### config.mk
export PLATFORM = sky130hd
export DESIGN_NAME = uart_rx_core
export DESIGN_NICKNAME = d
export VERILOG_FILES = /design/src/rtl/uart_pkg.sv /design/src/rtl/uart_baud_tick.sv /design/src/rtl/uart_rx_core.sv
export SDC_FILE = /design/constraint.sdc
export NUM_CORES = 1
export LEC_CHECK = 0
export ABC_AREA = 1
export CAP_MARGIN = 20
export CELL_PAD_IN_SITES_DETAIL_PLACEMENT = 0
export CELL_PAD_IN_SITES_GLOBAL_PLACEMENT = 1
export CORE_MARGIN = 1.5
export CORE_UTILIZATION = 29
export CTS_BUF_LIST = sky130_fd_sc_hd__clkbuf_4
export DETAILED_ROUTE_END_ITERATION = 8
export PLACE_DENSITY_LB_ADDON = 0.1
export SYNTH_ARGS = -nofsm -noshare
export SYNTH_HDL_FRONTEND = slang
export SYNTH_SLANG_ARGS = --single-unit
### constraint.sdc
create_clock -name clk -period 1.9 [get_ports clk]
set_input_delay 0.285 -clock clk [delete_from_list [all_inputs] [get_ports clk]]
set_output_delay 0.285 -clock clk [all_outputs]
set_load 0.1 [all_outputs]
### src/rtl/uart_pkg.sv
// Shared UART definitions: receiver FSM states, data width and the baud divider
// helper that both the receiver and transmitter baud logic use.
package uart_pkg;

    localparam int UART_DATA_W = 8;

    typedef enum logic [2:0] {
        IDLE,
        START,
        DATA,
        PARITY,
        STOP,
        BREAK
    } uart_state_e;

    // Clocks per oversample tick; integer division, so non-exact rates round down.
    function automatic int uart_div(input int clk_freq, input int baud, input int oversample);
        return clk_freq / (baud * oversample);
    endfunction

endpackage

### src/rtl/uart_baud_tick.sv
// Oversample tick generator: one-cycle tick every DIV clocks. A synchronous
// restart zeroes the count so the tick phase lines up with a detected start bit.
module uart_baud_tick #(
    parameter int DIV = 1
) (
    input  logic clk,
    input  logic rst_n,
    input  logic restart,
    output logic tick
);

    localparam int CW = (DIV > 1) ? $clog2(DIV) : 1;
    localparam logic [CW-1:0] LAST = CW'(DIV - 1);

    generate
        if (DIV < 1) begin : g_bad_div
            $error("uart_baud_tick: DIV must be >= 1 (clock too slow for BAUD*OVERSAMPLE)");
        end
    endgenerate

    logic [CW-1:0] cnt;

    always_ff @(posedge clk) begin
        if (!rst_n || restart) begin
            cnt <= '0;
        end else if (cnt == LAST) begin
            cnt <= '0;
        end else begin
            cnt <= cnt + 1'b1;
        end
    end

    assign tick = (cnt == LAST) && !restart;

endmodule

### src/rtl/uart_rx_core.sv
// UART receiver, 8 data bits LSB first, oversampled with 3-sample majority voting.
// Define UART_RX_PARITY_EN to add an even-parity bit and the parity_err output.
module uart_rx_core
    import uart_pkg::*;
#(
    parameter int CLK_FREQ   = 50_000_000,
    parameter int BAUD       = 115_200,
    parameter int OVERSAMPLE = 16
) (
    input  logic                   clk,
    input  logic                   rst_n,
    input  logic                   UART_RX,
    output logic [UART_DATA_W-1:0] rx_data,
    output logic                   rx_valid,
    output logic                   rx_int,
    output logic                   frame_err,
    output logic                   parity_err
);

    localparam int DIV = uart_div(CLK_FREQ, BAUD, OVERSAMPLE);
    localparam int OSW = $clog2(OVERSAMPLE);
    localparam int BCW = $clog2(UART_DATA_W);
    localparam logic [OSW-1:0] OS_LAST   = OSW'(OVERSAMPLE - 1);
    localparam logic [OSW-1:0] OS_MID_LO = OSW'(OVERSAMPLE / 2 - 1);
    localparam logic [OSW-1:0] OS_MID    = OSW'(OVERSAMPLE / 2);
    localparam logic [OSW-1:0] OS_MID_HI = OSW'(OVERSAMPLE / 2 + 1);
    localparam logic [BCW-1:0] BIT_LAST  = BCW'(UART_DATA_W - 1);

    generate
        if (OVERSAMPLE < 8 || (OVERSAMPLE % 2) != 0) begin : g_bad_os
            $error("uart_rx_core: OVERSAMPLE must be even and >= 8");
        end
    endgenerate

    uart_state_e            state, state_d;
    logic                   sync1, sync2, rx_d;
    logic [OSW-1:0]         os_cnt, os_d;
    logic [BCW-1:0]         bit_cnt, bit_d;
    logic [UART_DATA_W-1:0] shreg, shreg_d, rx_data_d;
    logic [1:0]             samp, samp_d;
    logic                   valid_d, ferr_d, int_d;
    logic                   restart, tick;
    logic                   line, fall, os_wrap, decide, maj;

    uart_baud_tick #(.DIV(DIV)) u_tick (
        .clk     (clk),
        .rst_n   (rst_n),
        .restart (restart),
        .tick    (tick)
    );

    assign line    = sync2;
    assign fall    = rx_d & ~sync2;
    assign os_wrap = tick && (os_cnt == OS_LAST);
    assign decide  = tick && (os_cnt == OS_MID_HI);
    // The third vote is the live sample, so the decision lands on the OS_MID_HI tick.
    assign maj     = (samp[0] & samp[1]) | (samp[0] & line) | (samp[1] & line);

`ifdef UART_RX_PARITY_EN
    logic perr_q, perr_d, perr_pulse, perr_pulse_d;
    assign parity_err = perr_pulse;
`else
    assign parity_err = 1'b0;
`endif

    always_comb begin
        state_d   = state;
        os_d      = os_cnt;
        bit_d     = bit_cnt;
        shreg_d   = shreg;
        samp_d    = samp;
        rx_data_d = rx_data;
        valid_d   = 1'b0;
        ferr_d    = 1'b0;
        int_d     = rx_int;
        restart   = 1'b0;
`ifdef UART_RX_PARITY_EN
        perr_d       = perr_q;
        perr_pulse_d = 1'b0;
`endif

        if (tick && state != IDLE && state != BREAK) begin
            os_d = os_wrap ? '0 : os_cnt + 1'b1;
        end
        if (tick && os_cnt == OS_MID_LO) samp_d[0] = line;
        if (tick && os_cnt == OS_MID)    samp_d[1] = line;

        case (state)
            IDLE: begin
                if (fall) begin
                    restart = 1'b1;
                    os_d    = '0;
                    bit_d   = '0;
                    int_d   = 1'b1;
                    state_d = START;
`ifdef UART_RX_PARITY_EN
                    perr_d  = 1'b0;
`endif
                end
            end
            START: begin
                if (tick && os_cnt == OS_MID && line) begin
                    int_d   = 1'b0;
                    state_d = IDLE;
                end else if (os_wrap) begin
                    state_d = DATA;
                end
            end
            DATA: begin
                if (decide) shreg_d[bit_cnt] = maj;
                if (os_wrap) begin
                    if (bit_cnt == BIT_LAST) begin
                        bit_d = '0;
`ifdef UART_RX_PARITY_EN
                        state_d = PARITY;
`else
                        state_d = STOP;
`endif
                    end else begin
                        bit_d = bit_cnt + 1'b1;
                    end
                end
            end
`ifdef UART_RX_PARITY_EN
            PARITY: begin
                if (decide) perr_d = maj ^ (^shreg);
                if (os_wrap) state_d = STOP;
            end
`endif
            STOP: begin
                if (decide) begin
                    int_d = 1'b0;
                    if (maj) begin
                        state_d = IDLE;
`ifdef UART_RX_PARITY_EN
                        if (perr_q) begin
                            perr_pulse_d = 1'b1;
                        end else begin
                            valid_d   = 1'b1;
                            rx_data_d = shreg;
                        end
`else
                        valid_d   = 1'b1;
                        rx_data_d = shreg;
`endif
                    end else begin
                        ferr_d  = 1'b1;
                        state_d = BREAK;
                    end
                end
            end
            BREAK: begin
                if (line) state_d = IDLE;
            end
            default: state_d = IDLE;
        endcase
    end

    always_ff @(posedge clk) begin
        if (!rst_n) begin
            sync1     <= 1'b1;
            sync2     <= 1'b1;
            rx_d      <= 1'b1;
            state     <= IDLE;
            os_cnt    <= '0;
            bit_cnt   <= '0;
            shreg     <= '0;
            samp      <= '0;
            rx_data   <= '0;
            rx_valid  <= 1'b0;
            frame_err <= 1'b0;
            rx_int    <= 1'b0;
`ifdef UART_RX_PARITY_EN
            perr_q     <= 1'b0;
            perr_pulse <= 1'b0;
`endif
        end else begin
            sync1     <= UART_RX;
            sync2     <= sync1;
            rx_d      <= sync2;
            state     <= state_d;
            os_cnt    <= os_d;
            bit_cnt   <= bit_d;
            shreg     <= shreg_d;
            samp      <= samp_d;
            rx_data   <= rx_data_d;
            rx_valid  <= valid_d;
            frame_err <= ferr_d;
            rx_int    <= int_d;
`ifdef UART_RX_PARITY_EN
            perr_q     <= perr_d;
            perr_pulse <= perr_pulse_d;
`endif
        end
    end

endmodule
==> out/qor.yml, run 1 <==
ir_worst_vdd_uv: 330
swShare_pct: 34.0
drtPass1Iterations: 4
cts_buffers: 5
start_util_pct: 30.7
antenna_found_initial: 0
drive_gt1_share_pct: 18.7
crit_start: "u_tick.cnt[0]"
yosys.area.top_type: "dfxtp_1"
met3_usage_pct: 2.78
reg2regPathDepth: 11
synth.distinct_cells: 30
grt_pass1_wl_mm: 6.61
skew_ns: 0.00989
cts_resized: 0
grt_max_degree: 21
endpoint: "shreg[3]"
synth_seq_cells: 39
cp_max_fo: 8
core_sq_um: 6060
post-cts-setup-buffers: 0
setup_viol: 0
h-tree-depth: 2
clk_pin_slew_ns: 0.12
seq_area_frac_synth_pct: 42.0
drt-initial-drc-count: 61
overflow: 0
fp.dieW_um: 83.1
critPathLaunchType: "register"
timing.rr.end: "shreg[3]"
yosysTopAreaCellShare_pct: 42.0
wl_per_cell_um: 11.6
crit_required_ns: 2.15
use_met2_pct: 18.0
power.internal_mw: 1.10
dieArea_sq_um: 6900
viasPerCell: 4.46
grtUsageTotal_pct: 11.8
busiest_layer: "met2"
gp_congestion: 0.742
drv_cap: 0
r2r-start: "u_tick.cnt[0]"
period_share_pct: 88.3
p_per_area_nw_per_um2: 788
die_h_um: 83.1
clock_path_buffers: 2
core.rowCount: 28
clockPowerShare_pct: 24.5
min_period_ns: 1.68
crit_type: "register to register"
ys_warn_count: 0
netSwitchingPower_uw: 567
power.leakage_nw: 0.915
num_io_pins: 15
nets: 277
grt_pass1_vias: 1404
endpoint_kind: "register"
ctsHoldBuffers: 0
drc: 0
final_common_cell: "nor2_1"
maxSlewViolCount: 0
via_count: 1526
cts_tree: "built"
status: "completed"
layout_common_cells: "42 x nor2_1, 41 x nand2_1, 39 x dfxtp_1"
port_buffers: 13
synthToLayoutAreaGrowth_pct: 13.9
diodes: 0
synth.area.top_cells: "dfxtp_1 42%, nor2_1 8.5%, nand2_1 8.3%, a21oi_1 5.4%, ha_1 4.7%"
synthCells: 246
cts_root_buf: "clkbuf_4"
tns_ns: 0
syn-num-nets: 256
nFillCells: 676
antenna_left: 0
fmax_ghz: 0.596
worstPathArrival_ns: 1.93
p_seq_share_pct: 54.0
hp-class: "register to register"
r2r_setup_slack_ns: 0.22
synth.avg_cell_area_sq_um: 7.56
hpwl_mm: 2.93
syn_area_sq_um: 1860
rsz0062_at_grt: "false"
pwr-share-comb_pct: 21.6
grtUsageMet1_pct: 16.4
report.power.total_mw: 1.67
routed_wl_mm: 3.97
clock_latency_ns: 0.35
hold_viol: 0
clock-sinks: 39
==> cell usage after synthesis <==
cell type   n
nand2_2     2
nand3_4     1
o31ai_1     1
inv_6       1
conb_1      1
inv_1      23
buf_1       1
inv_2       5
o21ai_0    11
nand3_1     8
xor2_1      3
buf_4       1
nor2_4      3
or2_1       1
o21ai_1    10
or2_2       2
nor2_1     42
nand2_1    41
nor3_1      2
ha_1        7
nor2_2      4
nand3_2     5
a21oi_1    20
dfxtp_1    39
clkbuf_1    1
nor2_8      2
inv_4       2
nor3_2      2
nand4_1     4
clkinv_1    1
==> routing by layer <==
| layer | share of wire (%) | vias up |
|---|---|---|
| li1 | - | 822 |
| met1 | 52 | 680 |
| met2 | 44 | 17 |
| met3 | 3.3 | 7 |
| met4 | 1.5 | 0 |
| met5 | 0 | - |
==> registers in the layout, indices dropped and copies added, names as in the netlist <==
register and cells:
frame_err 1, os_cnt 4, bit_cnt 3, shreg 8, line 1, rx_int 1, sync1 1, samp 2
state 3, rx_valid 1, u_tick.cnt 5, rx_d 1, rx_data 8
==> power by group through the flow <==
stage | clock [mW] | combinational (mW) | sequential (mW)
5_1_grt | 0.470 | 0.405 | 0.905
6_report | 0.408 | 0.360 | 0.900
2_1_floorplan | 0 | 0.277 | 0.924
3_5_place_dp | 0 | 0.359 | 0.918
3_3_place_gp | 0 | 0.370 | 0.921
4_1_cts | 0.433 | 0.361 | 0.900
==> per-stage QoR <==
| stage | instance area (sq um) | cells | setup WS (ns) | hold slack [ns] | util [%] |
|---|---|---|---|---|---|
| 2_1_floorplan | 1860 | 246 | 0.397 | 0.392 | - |
| 3_3_place_gp | 2070 | 335 | 0.221 | 0.396 | 34.2 |
| 3_5_place_dp | 2070 | 335 | 0.227 | 0.399 | 34.2 |
| 4_1_cts | 2120 | 342 | 0.189 | 0.429 | 35.0 |
| 5_1_grt | 2120 | 342 | 0.0548 | 0.451 | 35.0 |
| 6_report | 2120 | 342 | 0.223 | 0.430 | 35.0 |
==> worst max-delay path, cell delays in order, from the launching register on <==
cell and delay (ns):
dfxtp_1 0.35, inv_1 0.06, ha_1 0.15, nand2_2 0.08
nor2_8 0.18, inv_6 0.05, nor2_8 0.13, nand3_4 0.10
nor2_4 0.21, nand2_1 0.08, o21ai_1 0.13, nor2_1 0.05
==> logic make-up (layout without fill, tap and decap cells) <==
| family | count (synthesis) | in the layout | synth area share (%) |
|---|---|---|---|
| and+or+nand+nor | 119 | 119 | 32.5 |
| AOI/OAI and AO/OA | 42 | 42 | 11.4 |
| DFF | 39 | 39 | 42.0 |
| buffers and inverters | 35 | 56 | 7.80 |
| adders and majority gates | 7 | 7 | 4.71 |
| xor gates and xnor gates | 3 | 3 | 1.41 |
| other | 1 | 1 | 0.202 |
==> cell type report <==
type                            count  area, sq um  share of cell area (%)
Sequential cell                    39          781                    36.9
Timing Repair Buffer               17          133                    6.26
Inverter                           32          130                    6.14
Tap cell                           75         93.8                    4.43
Clock buffer                        5         37.5                    1.77
Clock inverter                      2         8.76                   0.413
Multi-Input combinational cell    172          935                    44.1
==> worst min path at each step <==
| stage | start | endpoint | slack, ns | cells after the start |
|---|---|---|---|---|
| 2_1_floorplan | UART_RX | sync1 | 0.39 | 1 |
| 3_3_place_gp | sync1 | line | 0.40 | 1 |
| 5_1_grt | sync1 | line | 0.45 | 1 |
| 4_1_cts | sync1 | line | 0.43 | 1 |
| 3_5_place_dp | sync1 | line | 0.40 | 1 |
| 6_report | sync1 | line | 0.43 | 1 |
Note: power is estimated with default switching activity, not from simulation.
==> run 2, diff against run 1 <==
Settings changed: PLACE_DENSITY from default to 0.64, PLACE_DENSITY_LB_ADDON 0.1 to default.
==> run 2 against run 1 <==
Effect of this change:
- sequential power is essentially flat
- cell count grew 0.58%
- via count shrank 0.72%
- worst setup slack gained 0.033 ns
- power grew 17%
- clock-buffer cell count is the same
- register-to-register slack gained 0.03 ns
- sequential cell count is the same
- first-iteration DRC count shrank 61%
- utilization grew 1.1 points
- global-route usage grew 0.27 points
- clock power grew 71%
- critical endpoint is now shreg[2]
==> out/qor.yml, run 2 (synthesis gave the netlist of run 1 again) <==
place_area_sq_um: 2080  # +0.36%
power.internal_mw: 1.38  # +25%
final_common_cell: "nor2_1"
maxSlewViolCount: 0  # unchanged
drv_cap: 0  # unchanged
period_share_pct: 86.5  # -1.7 points
setup_viol: 0  # unchanged
synthToLayoutAreaGrowth_pct: 17.4
hp-class: "register to register"
gp_congestion: 0.808  # +8.9%
tns_ns: 0  # unchanged
cts_resized: 0  # unchanged
p_per_area_nw_per_um2: 893  # +13%
cts_root_buf: "clkbuf_4"
drive_gt1_share_pct: 19.7  # +0.98 points
endpoint_kind: "register"
hpwl_mm: 2.91  # -0.66%
rsz0062_at_grt: "false"
ir_worst_vdd_uv: 452  # +37%
crit_start: "u_tick.cnt[0]"
dpl_worst_slack_ns: 0.241  # +0.0140 ns
clock_path_buffers: 2  # unchanged
routed_wl_mm: 3.84  # -3.5%
nets: 278  # +0.36%
drtPass1Iterations: 4  # unchanged
post-cts-setup-buffers: 0  # unchanged
clockPowerShare_pct: 35.8  # +11 points
min_period_ns: 1.64  # -0.0331 ns
drt-initial-drc-count: 24  # -61%
layout_common_cells: "42 x nor2_1, 41 x nand2_1, 39 x dfxtp_1"
antenna_found_initial: 0  # unchanged
netSwitchingPower_uw: 569  # +0.49%
reg2regPathDepth: 11  # unchanged
grtUsageTotal_pct: 12.1  # +0.27 points
skew_ns: 0.00544  # -0.00445 ns
crit_required_ns: 2.15  # about the same
via_count: 1515  # -0.72%
timing.rr.end: "shreg[2]"
port_buffers: 13  # unchanged
setup_slack_ns: 0.256  # +0.0331 ns
viasPerCell: 4.40  # -1.3%
wl_per_cell_um: 11.1  # -4.1%
core.rowCount: 28  # unchanged
start_util_pct: 30.7  # unchanged
cp_max_fo: 8  # unchanged
crit_type: "register to register"
drc: 0  # unchanged
critPathLaunchType: "register"
p_seq_share_pct: 46.0  # -8.0 points
h-tree-depth: 2  # unchanged
overflow: 0  # unchanged
clk_pin_slew_ns: 0.12  # about the same
swShare_pct: 29.2  # -4.8 points
grt_pass1_vias: 1457  # +3.8%
nFillCells: 669  # -1.0%
whs_ns: 0.430  # +0.000240 ns
hold_viol: 0  # unchanged
endpoint: "shreg[2]"
r2r-start: "u_tick.cnt[0]"
pwr-share-comb_pct: 18.3  # -3.3 points
final_area_sq_um: 2180  # +3.1%
die_h_um: 83.1  # unchanged
reg_top3: "rx_data x8, shreg x8, u_tick.cnt x5"
ctsHoldBuffers: 0  # unchanged
fmax_ghz: 0.608  # +2.0%
antenna_left: 0  # unchanged
cts_tree: "built"
status: "completed"
grt_max_degree: 21  # unchanged
fp.dieW_um: 83.1  # unchanged
dieArea_sq_um: 6900  # unchanged
diodes: 0  # unchanged
r2r_setup_slack_ns: 0.26  # +0.03 ns
core_sq_um: 6060  # unchanged
num_io_pins: 15  # unchanged
grt_pass1_wl_mm: 6.77  # +2.4%
power.leakage_nw: 0.943  # +3.1%
clock_latency_ns: 0.34  # about the same
clock-sinks: 39  # unchanged
cts_buffers: 5  # unchanged
worstPathArrival_ns: 1.90  # -0.03 ns
[run 2: cell types whose count changed in the layout (fill, tap and decap cells not counted), sizes merged]
cell	previous run	this run
bufinv	0	2
clkinv	3	1
buf	15	16
clkinvlp	0	1
[run 2: cell type report]
type                            instances  area, sq um  area share [%]
Clock buffer                            5         37.5            1.72
Clock inverter                          3         67.6            3.09
Inverter                               32          130            5.96
Multi-Input combinational cell        172          935            42.8
Sequential cell                        39          781            35.7
Tap cell                               75         93.8            4.30
Timing Repair Buffer                   18          140            6.41
[run 2: worst max-delay path: stages (launching register included)]
cell,delay (ns)
dfxtp_1,0.35
inv_1,0.06
ha_1,0.15
nand2_2,0.08
nor2_8,0.18
inv_6,0.05
nor2_8,0.13
nand3_4,0.10
nor2_4,0.19
nand2_1,0.07
o21ai_1,0.13
nor2_1,0.05
[run 2: stage by stage]
| step | instances | utilization, % | power (mW) |
|---|---|---|---|
| 4_1_cts | 344 | 36.0 | 1.98 |
| 6_report | 344 | 36.0 | 1.95 |
| 3_3_place_gp | 336 | 34.3 | 1.29 |
| 2_1_floorplan | 246 | - | 1.20 |
| 5_1_grt | 344 | 36.0 | 2.07 |
| 3_5_place_dp | 336 | 34.3 | 1.28 |
[run 2: how the worst min path moves through the flow]
stage	startpoint	to	cells past startpoint
5_1_grt	sync1	line	1
3_5_place_dp	sync1	line	1
4_1_cts	sync1	line	1
3_3_place_gp	sync1	line	1
6_report	sync1	line	1
2_1_floorplan	UART_RX	sync1	1
[run 2: per-layer routing]
| layer | track usage, % | up-vias | part of all wire [%] |
|---|---|---|---|
| li1 | - | 825 | - |
| met1 | 15.9 | 670 | 51 |
| met2 | 19.1 | 13 | 45 |
| met3 | 3.08 | 7 | 2.6 |
| met4 | 4.55 | 0 | 1.7 |
| met5 | 0 | - | 0 |
[run 2: power by group through the flow]
stage	Clock [mW]	Combinational, mW	Sequential [mW]
floorplan	0	0.277	0.924
global placement	0	0.369	0.917
detailed placement	0	0.360	0.916
CTS	0.722	0.361	0.897
global route	0.754	0.411	0.907
finish	0.698	0.357	0.897
==> run 3, diff against run 2 <==
Settings changed: PLACE_DENSITY 0.64 to 0.68.
==> run 3 against run 2 <==
Effect of this change:
- power decreased by 14%
- sequential cell count unchanged
- worst setup slack worse by 0.0072 ns
- sequential share of layout area increased by 0.92 points
- design area decreased by 2.5%
- utilization down 0.91 points
- critical path depth is the same
- cell count is 0.29% lower
- combinational power about the same
==> out/qor.yml, run 3 (synthesis gave the netlist of run 1 again) <==
gp_congestion: 0.802  # -0.84%
routed_wl_mm: 3.87  # +0.91%
crit_type: "register to register"
drive_gt1_share_pct: 19.4  # -0.30 points
ctsHoldBuffers: 0  # unchanged
min_to: "line"
rsz0062_at_grt: "false"
grt_max_degree: 21  # unchanged
cp_max_fo: 8  # unchanged
synthToLayoutAreaGrowth_pct: 14.5
antenna_left: 0  # unchanged
layout_common_cells: "42 x nor2_1, 41 x nand2_1, 39 x dfxtp_1"
grt_pass1_wl_mm: 6.94  # +2.6%
hpwl_mm: 2.93  # +0.56%
crit_chain: "inv_1 -> ha_1 -> nand2_2 -> nor2_8 -> inv_6 -> nor2_8 -> nand3_4 -> nor2_4 -> nand2_1 -> o21ai_1 -> nor2_1"
whs_path_depth: 1  # unchanged
post-cts-setup-buffers: 0  # unchanged
nets: 277  # -0.36%
grtUsageTotal_pct: 12.3  # +0.20 points
cts_resized: 0  # unchanged
reg_top3: "rx_data x8, shreg x8, u_tick.cnt x5"
timing.rr.end: "shreg[7]"
maxSlewViolCount: 0  # unchanged
drt-initial-drc-count: 114  # +380%
core_sq_um: 6060  # unchanged
port_buffers: 13  # unchanged
cts_tree: "built"
power.leakage_nw: 0.914  # -3.1%
wl_per_cell_um: 11.3  # +1.2%
crit_required_ns: 2.15  # about the same
nFillCells: 632  # -5.5%
viasPerCell: 4.41  # +0.23%
start_util_pct: 30.7  # unchanged
grt_pass1_vias: 1467  # +0.69%
status: "completed"
drtPass1Iterations: 4  # unchanged
period_share_pct: 86.9  # +0.38 points
critPathMaxStageDelay_ns: 0.36  # about the same
hold_viol: 0  # unchanged
dpl_worst_slack_ns: 0.256  # +0.0150 ns
endpoint_kind: "register"
dieArea_sq_um: 6900  # unchanged
die_h_um: 83.1  # unchanged
hp-class: "register to register"
path_buf_inv: 2  # unchanged
clk_pin_slew_ns: 0.12  # about the same
reg2regPathDepth: 11  # unchanged
cp_common_cell: "nor2_8"
final_common_cell: "nor2_1"
worstPathArrival_ns: 1.91  # about the same
setup_viol: 0  # unchanged
whs_ns: 0.428  # -0.00170 ns
min_period_ns: 1.65  # +0.00717 ns
hp-start: "sync1"
ir_worst_vdd_uv: 595  # +32%
antenna_found_initial: 0  # unchanged
clock_path_buffers: 2  # unchanged
r2r_setup_slack_ns: 0.25  # about the same
num_io_pins: 15  # unchanged
cp_slowest_cell: "dfxtp_1"
r2r-start: "u_tick.cnt[0]"
diodes: 0  # unchanged
clock_latency_ns: 0.35  # about the same
h-tree-depth: 2  # unchanged
fp.dieW_um: 83.1  # unchanged
core.rowCount: 28  # unchanged
report.power.total_mw: 1.68  # -14%
fmax_ghz: 0.606  # -0.43%
via_count: 1514  # -0.066%
cpLargestDelayFamily: "simple AND/OR/NAND/NOR gates"
multi_input_area_sq_um: 935  # unchanged
cts_buffers: 5  # unchanged
cts_root_buf: "clkbuf_4"
drv_cap: 0  # unchanged
setup_slack_ns: 0.249  # -0.00717 ns
critPathLaunchType: "register"
p_per_area_nw_per_um2: 791  # -11%
tns_ns: 0  # unchanged
drc: 0  # unchanged
final-seq-area_sq_um: 781  # unchanged
skew_ns: 0.0130  # +0.00758 ns
clock-sinks: 39  # unchanged
overflow: 0  # unchanged
## run 3: cell types whose count changed in the layout (fill, tap and decap cells not counted), sizes merged
cell      delta
clkinvlp     +1
clkinv       +1
bufinv       -2
buf          -1
## run 3: power by group
group | total [mW] | internal (mW) | switching [mW]
Clock | 0.430 | 0.141 | 0.288
Combinational | 0.356 | 0.119 | 0.237
Sequential | 0.899 | 0.851 | 0.0482
Total | 1.68 | 1.11 | 0.573
## run 3: routing by layer
layer,share of wire [%],GRT usage [%],vias to the layer above
li1,-,-,826
met1,50,15.8,665
met2,45,20.1,17
met3,2.7,2.78,6
met4,1.8,4.55,0
met5,0,0,-
## run 3: layout make-up
type / instances / share of cell area, %
clock buffer: 5 / 1.76
inverter: 32 / 6.11
multi-input combinational: 172 / 43.9
timing repair buffer: 17 / 6.23
tap: 75 / 4.41
sequential: 39 / 36.7
clock inverter: 3 / 0.940
## run 3: worst max path at each step
stage | from | to | slack, ns | depth (start not counted)
final | u_tick.cnt[0] | shreg[7] | 0.25 | 11
after global routing | u_tick.cnt[0] | shreg[2] | 0.08 | 11
after CTS | u_tick.cnt[0] | shreg[6] | 0.24 | 11
after detailed placement | rst_n | u_tick.cnt[2] | 0.26 | 5
after global placement | rst_n | u_tick.cnt[2] | 0.25 | 5
after floorplan | u_tick.cnt[0] | shreg[0] | 0.40 | 11
## run 3: worst register-to-register path: stages, from the launching register on
cell and delay [ns]:
dfxtp_1 0.36, inv_1 0.06, ha_1 0.15, nand2_2 0.08
nor2_8 0.18, inv_6 0.06, nor2_8 0.13, nand3_4 0.10
nor2_4 0.20, nand2_1 0.08, o21ai_1 0.12, nor2_1 0.05
## run 3: stage by stage
stage / util [%] / cells / instance area [sq um]
after detailed placement: 34.2 / 335 / 2070
after floorplan: - / 246 / 1860
after global routing: 35.1 / 343 / 2130
final: 35.1 / 343 / 2130
after global placement: 34.2 / 335 / 2070
after CTS: 35.1 / 343 / 2130
==> variant 1 (flow settings as in run 1) <==
The option `UART_RX_PARITY_EN` is turned on by a define.
--- a/src/rtl/uart_rx_core.sv
+++ b/src/rtl/uart_rx_core.sv
@@ -1,5 +1,7 @@
 // UART receiver, 8 data bits LSB first, oversampled with 3-sample majority voting.
 // Define UART_RX_PARITY_EN to add an even-parity bit and the parity_err output.
+`define UART_RX_PARITY_EN
+
 module uart_rx_core
     import uart_pkg::*;
 #(
Behaviour: same outputs for any inputs over 10 cycles, from zero or initial values and one cycle with rst_n low; that may be too few to reach the edited logic, so the function may still have changed.
==> variant 1 against run 1 <==
  * Sequential cell count rose by 2
  * Die area rose by 11%
  * Design area rose by 13%
  * First-iteration DRC count fell by 31%
  * Synthesized area rose by 12%
  * Wire length rose by 14%
  * Sequential share of layout area fell by 2.5 points
  * Core utilization fell by 0.20 points
  * Setup slack got worse by 53 ps
  * Critical path type unchanged
Power is not compared: it rests on default switching activity, and its combinational part moved more than twofold at a synthesized area within 25%.
==> variant 1: results (changes against run 1) <==
run_status:
  status: "finished clean"
power_and_ir_drop:
  comb-power_uw: 785
  power_leakage_uw: 0.000995
  pwr-share-clk: 0.242
  ir_drop_uv: 429
  p_switching_uw: 920
synthesis:
  synthTopCellsByArea: "dfxtp_1 39%, nand2_1 7.2%, a21oi_1 7.0%"
  yosysSeqAreaShare: 0.395  # -0.0247
  yosysUniqueCellTypes: 31  # +3.3%
  syn-instance-count: 275  # +12%
  ys_top_cells_by_count: "41 x dfxtp_1, 40 x nand2_1, 38 x inv_1"
  synthArstFlopShare: 0  # unchanged
  synth_edf_count: 0  # unchanged
  yosysWarnings: 0  # unchanged
  syn_nets: 285  # +11%
route:
  vias: 1706  # +12%
  wl_um: 4550  # +14%
  wire_per_inst_um: 11.6  # -0.36%
  firstDrtPassIters: 4  # unchanged
  drt_iter0_drc: 42  # -31%
setup_path:
  arrival_ps: 2000  # +70 ps
  critPathSlowestCell: "dfxtp_1"
  cp-end-kind: "register"
  startpoint_type: "register"
  slowest_delay_ps: 350  # about the same
  r2r_cells: 11  # unchanged
  rrSetupSlack_ps: 170  # -50 ps
  r2r-end: "bit_cnt[2]$_SDFFE_PN0P_"
  critPathMaxFanout: 6  # -2
  critPathTopFamily: "simple AND/OR/NAND/NOR gates"
timing:
  clock_skew_ps: 11.2  # +1.32 ps
  tightest_slew_ps: 407
  hold_slack_ps: 439  # +9.13 ps
clock_network:
  post_cts_buffers: 0  # unchanged
  clkTransAtPathRegs_ps: 130
  cts_buffers: 5  # unchanged
  clk_latency_ps: 350  # about the same
  cts-root-buf: "clkbuf_4"
  cts_htree_levels: 2  # unchanged
  cts_resized: 0  # unchanged
final_layout:
  final_nets: 306  # +10%
  diodes: 0  # unchanged
  top_regs: "rx_data (8), shreg (8), u_tick.cnt (5)"
  drive_gt1_frac: 0.172  # -0.0155
global_route:
  antenna_found_initial: 0  # unchanged
  grt_pass1_vias: 1463  # +4.2%
  grt_pass1_wl_um: 7510  # +14%
  gr-usage-all-layers: 0.129  # +0.0109
  grt_max_degree: 19  # -9.5%
hold_path:
  holdCritStartpoint: "sync1$_SDFF_PN1_"
  worst_hold_path.endpoint: "line$_SDFF_PN1_"
  hold_depth: 1  # unchanged
placed_design:
  gp_congestion: 0.731  # -1.5%
  post-place-cells: 385  # +15%
  port-buffer-count: 14  # +1
  post-dp-hpwl_um: 3590  # +22%
## variant 1: cell count changes in the layout (fill, tap and decap cells not counted), moves of 3 or more
cell,run 1,this run
nor2_1,42,28
o21ai_0,11,16
a21oi_1,20,29
inv_1,23,38
o21ai_1,10,4
xnor2_1,0,3
nand3_1,8,22
nand3_2,5,2
## variant 1: kinds of logic (layout without fill, tap and decap cells)
| kind of cell | after synthesis | count (layout) | share of synthesized area |
|---|---|---|---|
| simple gates | 118 | 118 | 0.293 |
| compound gates | 56 | 56 | 0.149 |
| buf+inv | 47 | 69 | 0.0951 |
| flops | 41 | 41 | 0.395 |
| fa+ha+maj | 7 | 7 | 0.0421 |
| xor+xnor | 6 | 6 | 0.0253 |
## variant 1: metrics by stage
step                total power, µW  cell area [µm²]  worst slack (ps)
global route                   2610             2390              10.1
floorplan                      1700             2080               398
detailed placement             1850             2310               151
CTS                            2440             2390               154
finish                         2410             2390               170
global placement               1880             2310              99.8
## variant 1: area by class of cell
type | instances | area, µm²
fillers | 742 | 4480
multi-input cells | 187 | 1060
flip-flops and latches | 41 | 821
inverters | 42 | 160
repair buffers | 19 | 148
well taps | 96 | 120
clock buffers | 6 | 45.0
clock inverters | 2 | 33.8
## variant 1: per-layer routing
layer	track usage	vias up	wire length, µm
li1	-	937	-
met1	0.199	750	2610
met2	0.171	14	1800
met3	0.0283	5	93
met4	0.0476	0	54
met5	0	-	0
## variant 1: worst reg2reg max path, stage by stage, from the launching register on
cell	delay (ps)
dfxtp_1	350
inv_1	60
ha_1	140
nand2_1	80
nor2_4	180
inv_1	100
nor2_4	170
nand3_2	160
a21oi_4	240
nand2_1	70
nand2_1	70
nor2_1	40
==> variant 2 (config.mk and constraints of run 1) <==
Without the edit above. The output `frame_err` loses its register stage (`frame_err` becomes a continuous assignment).
--- a/src/rtl/uart_rx_core.sv
+++ b/src/rtl/uart_rx_core.sv
@@ -168,7 +168,6 @@
             samp      <= '0;
             rx_data   <= '0;
             rx_valid  <= 1'b0;
-            frame_err <= 1'b0;
             rx_int    <= 1'b0;
 `ifdef UART_RX_PARITY_EN
             perr_q     <= 1'b0;
@@ -185,7 +184,6 @@
             samp      <= samp_d;
             rx_data   <= rx_data_d;
             rx_valid  <= valid_d;
-            frame_err <= ferr_d;
             rx_int    <= int_d;
 `ifdef UART_RX_PARITY_EN
             perr_q     <= perr_d;
@@ -194,4 +192,6 @@
         end
     end
 
+    assign frame_err = ferr_d;
+
 endmodule
Behaviour: same outputs for any inputs over 10 cycles, from zero or initial values and one cycle with rst_n low; that may be too few to reach the edited logic, so the function may still have changed.
==> variant 2 against run 1 <==
  * Design area up 13%
  * Global-route usage is 2.0 points higher
  * Critical path type is now reg2out
  * Sequential cell count shrank 1
  * Critical path depth is 4 lower
  * Setup slack worse by 210 ps
  * Synthesized area is 0.67% higher
  * Wire length is 12% higher
  * Worst hold slack got worse by 0.78 ps
  * Count of clock-buffer cells in the layout is the same
  * Die area increased by 0.65%
Power is not compared: it rests on default switching activity, and its combinational part moved more than twofold at a synthesized area within 25%.
==> variant 2: results (changes against run 1) <==
run_status:
  status: "finished clean"
synthesis:
  yosysUniqueCellTypes: 33  # +10%
  muxShareOfSynthArea: 0  # unchanged
  synth_compound_area_frac: 0.123  # +0.00859
  ys_top_cells_by_count: "38 x dfxtp_1, 38 x nor2_1, 33 x nand2_1"
  syn_nets: 255  # -0.39%
  yosysSeqAreaShare: 0.406  # -0.0135
  syn_area_per_cell_um2: 7.65  # +1.1%
  synth_adder_area_share: 0.0468  # -0.000314
  synthTopCellsByArea: "dfxtp_1 41%, nor2_1 7.6%, nand2_1 6.6%"
  synthXorXnorAreaFrac: 0.00935  # -0.00477
setup_path:
  rrSetupSlack_ps: 160  # -60 ps
  r2r_cells: 12  # +1
  arrival_ps: 1600  # -330 ps
global_route:
  gr-usage-all-layers: 0.138  # +0.0199
  grt_max_degree: 25  # +19%
  grt_pass1_vias: 1587  # +13%
  grt_pass1_wl_um: 7710  # +17%
placed_design:
  post-dp-hpwl_um: 3010  # +2.6%
  gp_congestion: 0.722  # -2.7%
  port-buffer-count: 13  # unchanged
  post-place-cells: 337  # +0.60%
power_and_ir_drop:
  ir_drop_uv: 634
timing:
  hold_slack_ps: 429  # -0.779 ps
  clock_skew_ps: 9.43  # -0.465 ps
route:
  wl_um: 4450  # +12%
  via_per_inst: 4.64  # +4.0%
final_layout:
  drive_gt1_frac: 0.271  # +0.0835
  fill_cells: 665  # -1.6%
  final_nets: 286  # +3.2%
  layoutNonFillerInstCount: 354  # +3.5%
hold_path:
  min-delay-path-class: "reg2reg"
==> variant 2: timing repair <==
item,4_1_cts,5_1_grt
pin swaps,6,5
gates resized for setup,12,8
hold buffers,0,0
endpoints found under the hold margin,0,0
setup endpoints to repair,1,2
buffers inserted,8,1
==> variant 2: power groups by stage <==
stage	sequential [µW]	combinational [µW]	clock [µW]
final	919	776	695
after global routing	929	880	755
after CTS	920	773	718
after detailed placement	930	717	0
after global placement	933	726	0
after floorplan	960	509	0
==> variant 2: metrics by stage <==
| step | setup WS (ps) | cell area, µm² |
|---|---|---|
| global route | -96.8 | 2380 |
| floorplan | -189 | 1900 |
| CTS | -34.0 | 2350 |
| detailed placement | 151 | 2150 |
| global placement | 201 | 2150 |
| finish | 11.5 | 2380 |
==> variant 2: worst min-delay path by stage <==
stage | endpoint | start | depth (start not counted)
floorplan | sync1$_SDFF_PN1_ | UART_RX | 1
global placement | line$_SDFF_PN1_ | sync1$_SDFF_PN1_ | 1
detailed placement | line$_SDFF_PN1_ | sync1$_SDFF_PN1_ | 1
CTS | line$_SDFF_PN1_ | sync1$_SDFF_PN1_ | 1
global route | line$_SDFF_PN1_ | sync1$_SDFF_PN1_ | 1
finish | line$_SDFF_PN1_ | sync1$_SDFF_PN1_ | 1
==> variant 2: cell type report <==
| cell class | count | area, µm² | area share |
|---|---|---|---|
| Timing Repair Buffer | 31 | 267 | 0.112 |
| Sequential cell | 38 | 774 | 0.325 |
| Inverter | 27 | 101 | 0.0425 |
| Clock buffer | 5 | 37.5 | 0.0157 |
| Clock inverter | 3 | 63.8 | 0.0268 |
| Tap cell | 77 | 96.3 | 0.0404 |
| Multi-Input combinational cell | 173 | 1040 | 0.438 |
==> variant 2: critical path: stages, from the launching register on <==
cell     delay [ps]
dfxtp_2         350
inv_2            60
ha_4            130
nand2_4          40
nor2_4          120
nand3_4          90
nor3b_4         260
buf_12          210
==> variant 2: routing by layer <==
layer	routed length (µm)	global-route usage	vias to the layer above	part of all wire
li1	-	-	869	-
met2	2080	0.218	17	0.47
met3	121	0.0288	8	0.027
met5	0	0	-	0
met1	2180	0.184	749	0.49
met4	74	0.0545	0	0.017
==> variant 2: logic make-up (layout without fill, tap and decap cells) <==
logic type,count (synthesis),count (layout)
DFF,38,38
other,1,1
xor gates and xnor gates,2,2
and+or+nand+nor,121,121
adders and majority gates,7,7
buffers and inverters,34,66
AOI/OAI and AO/OA,42,42
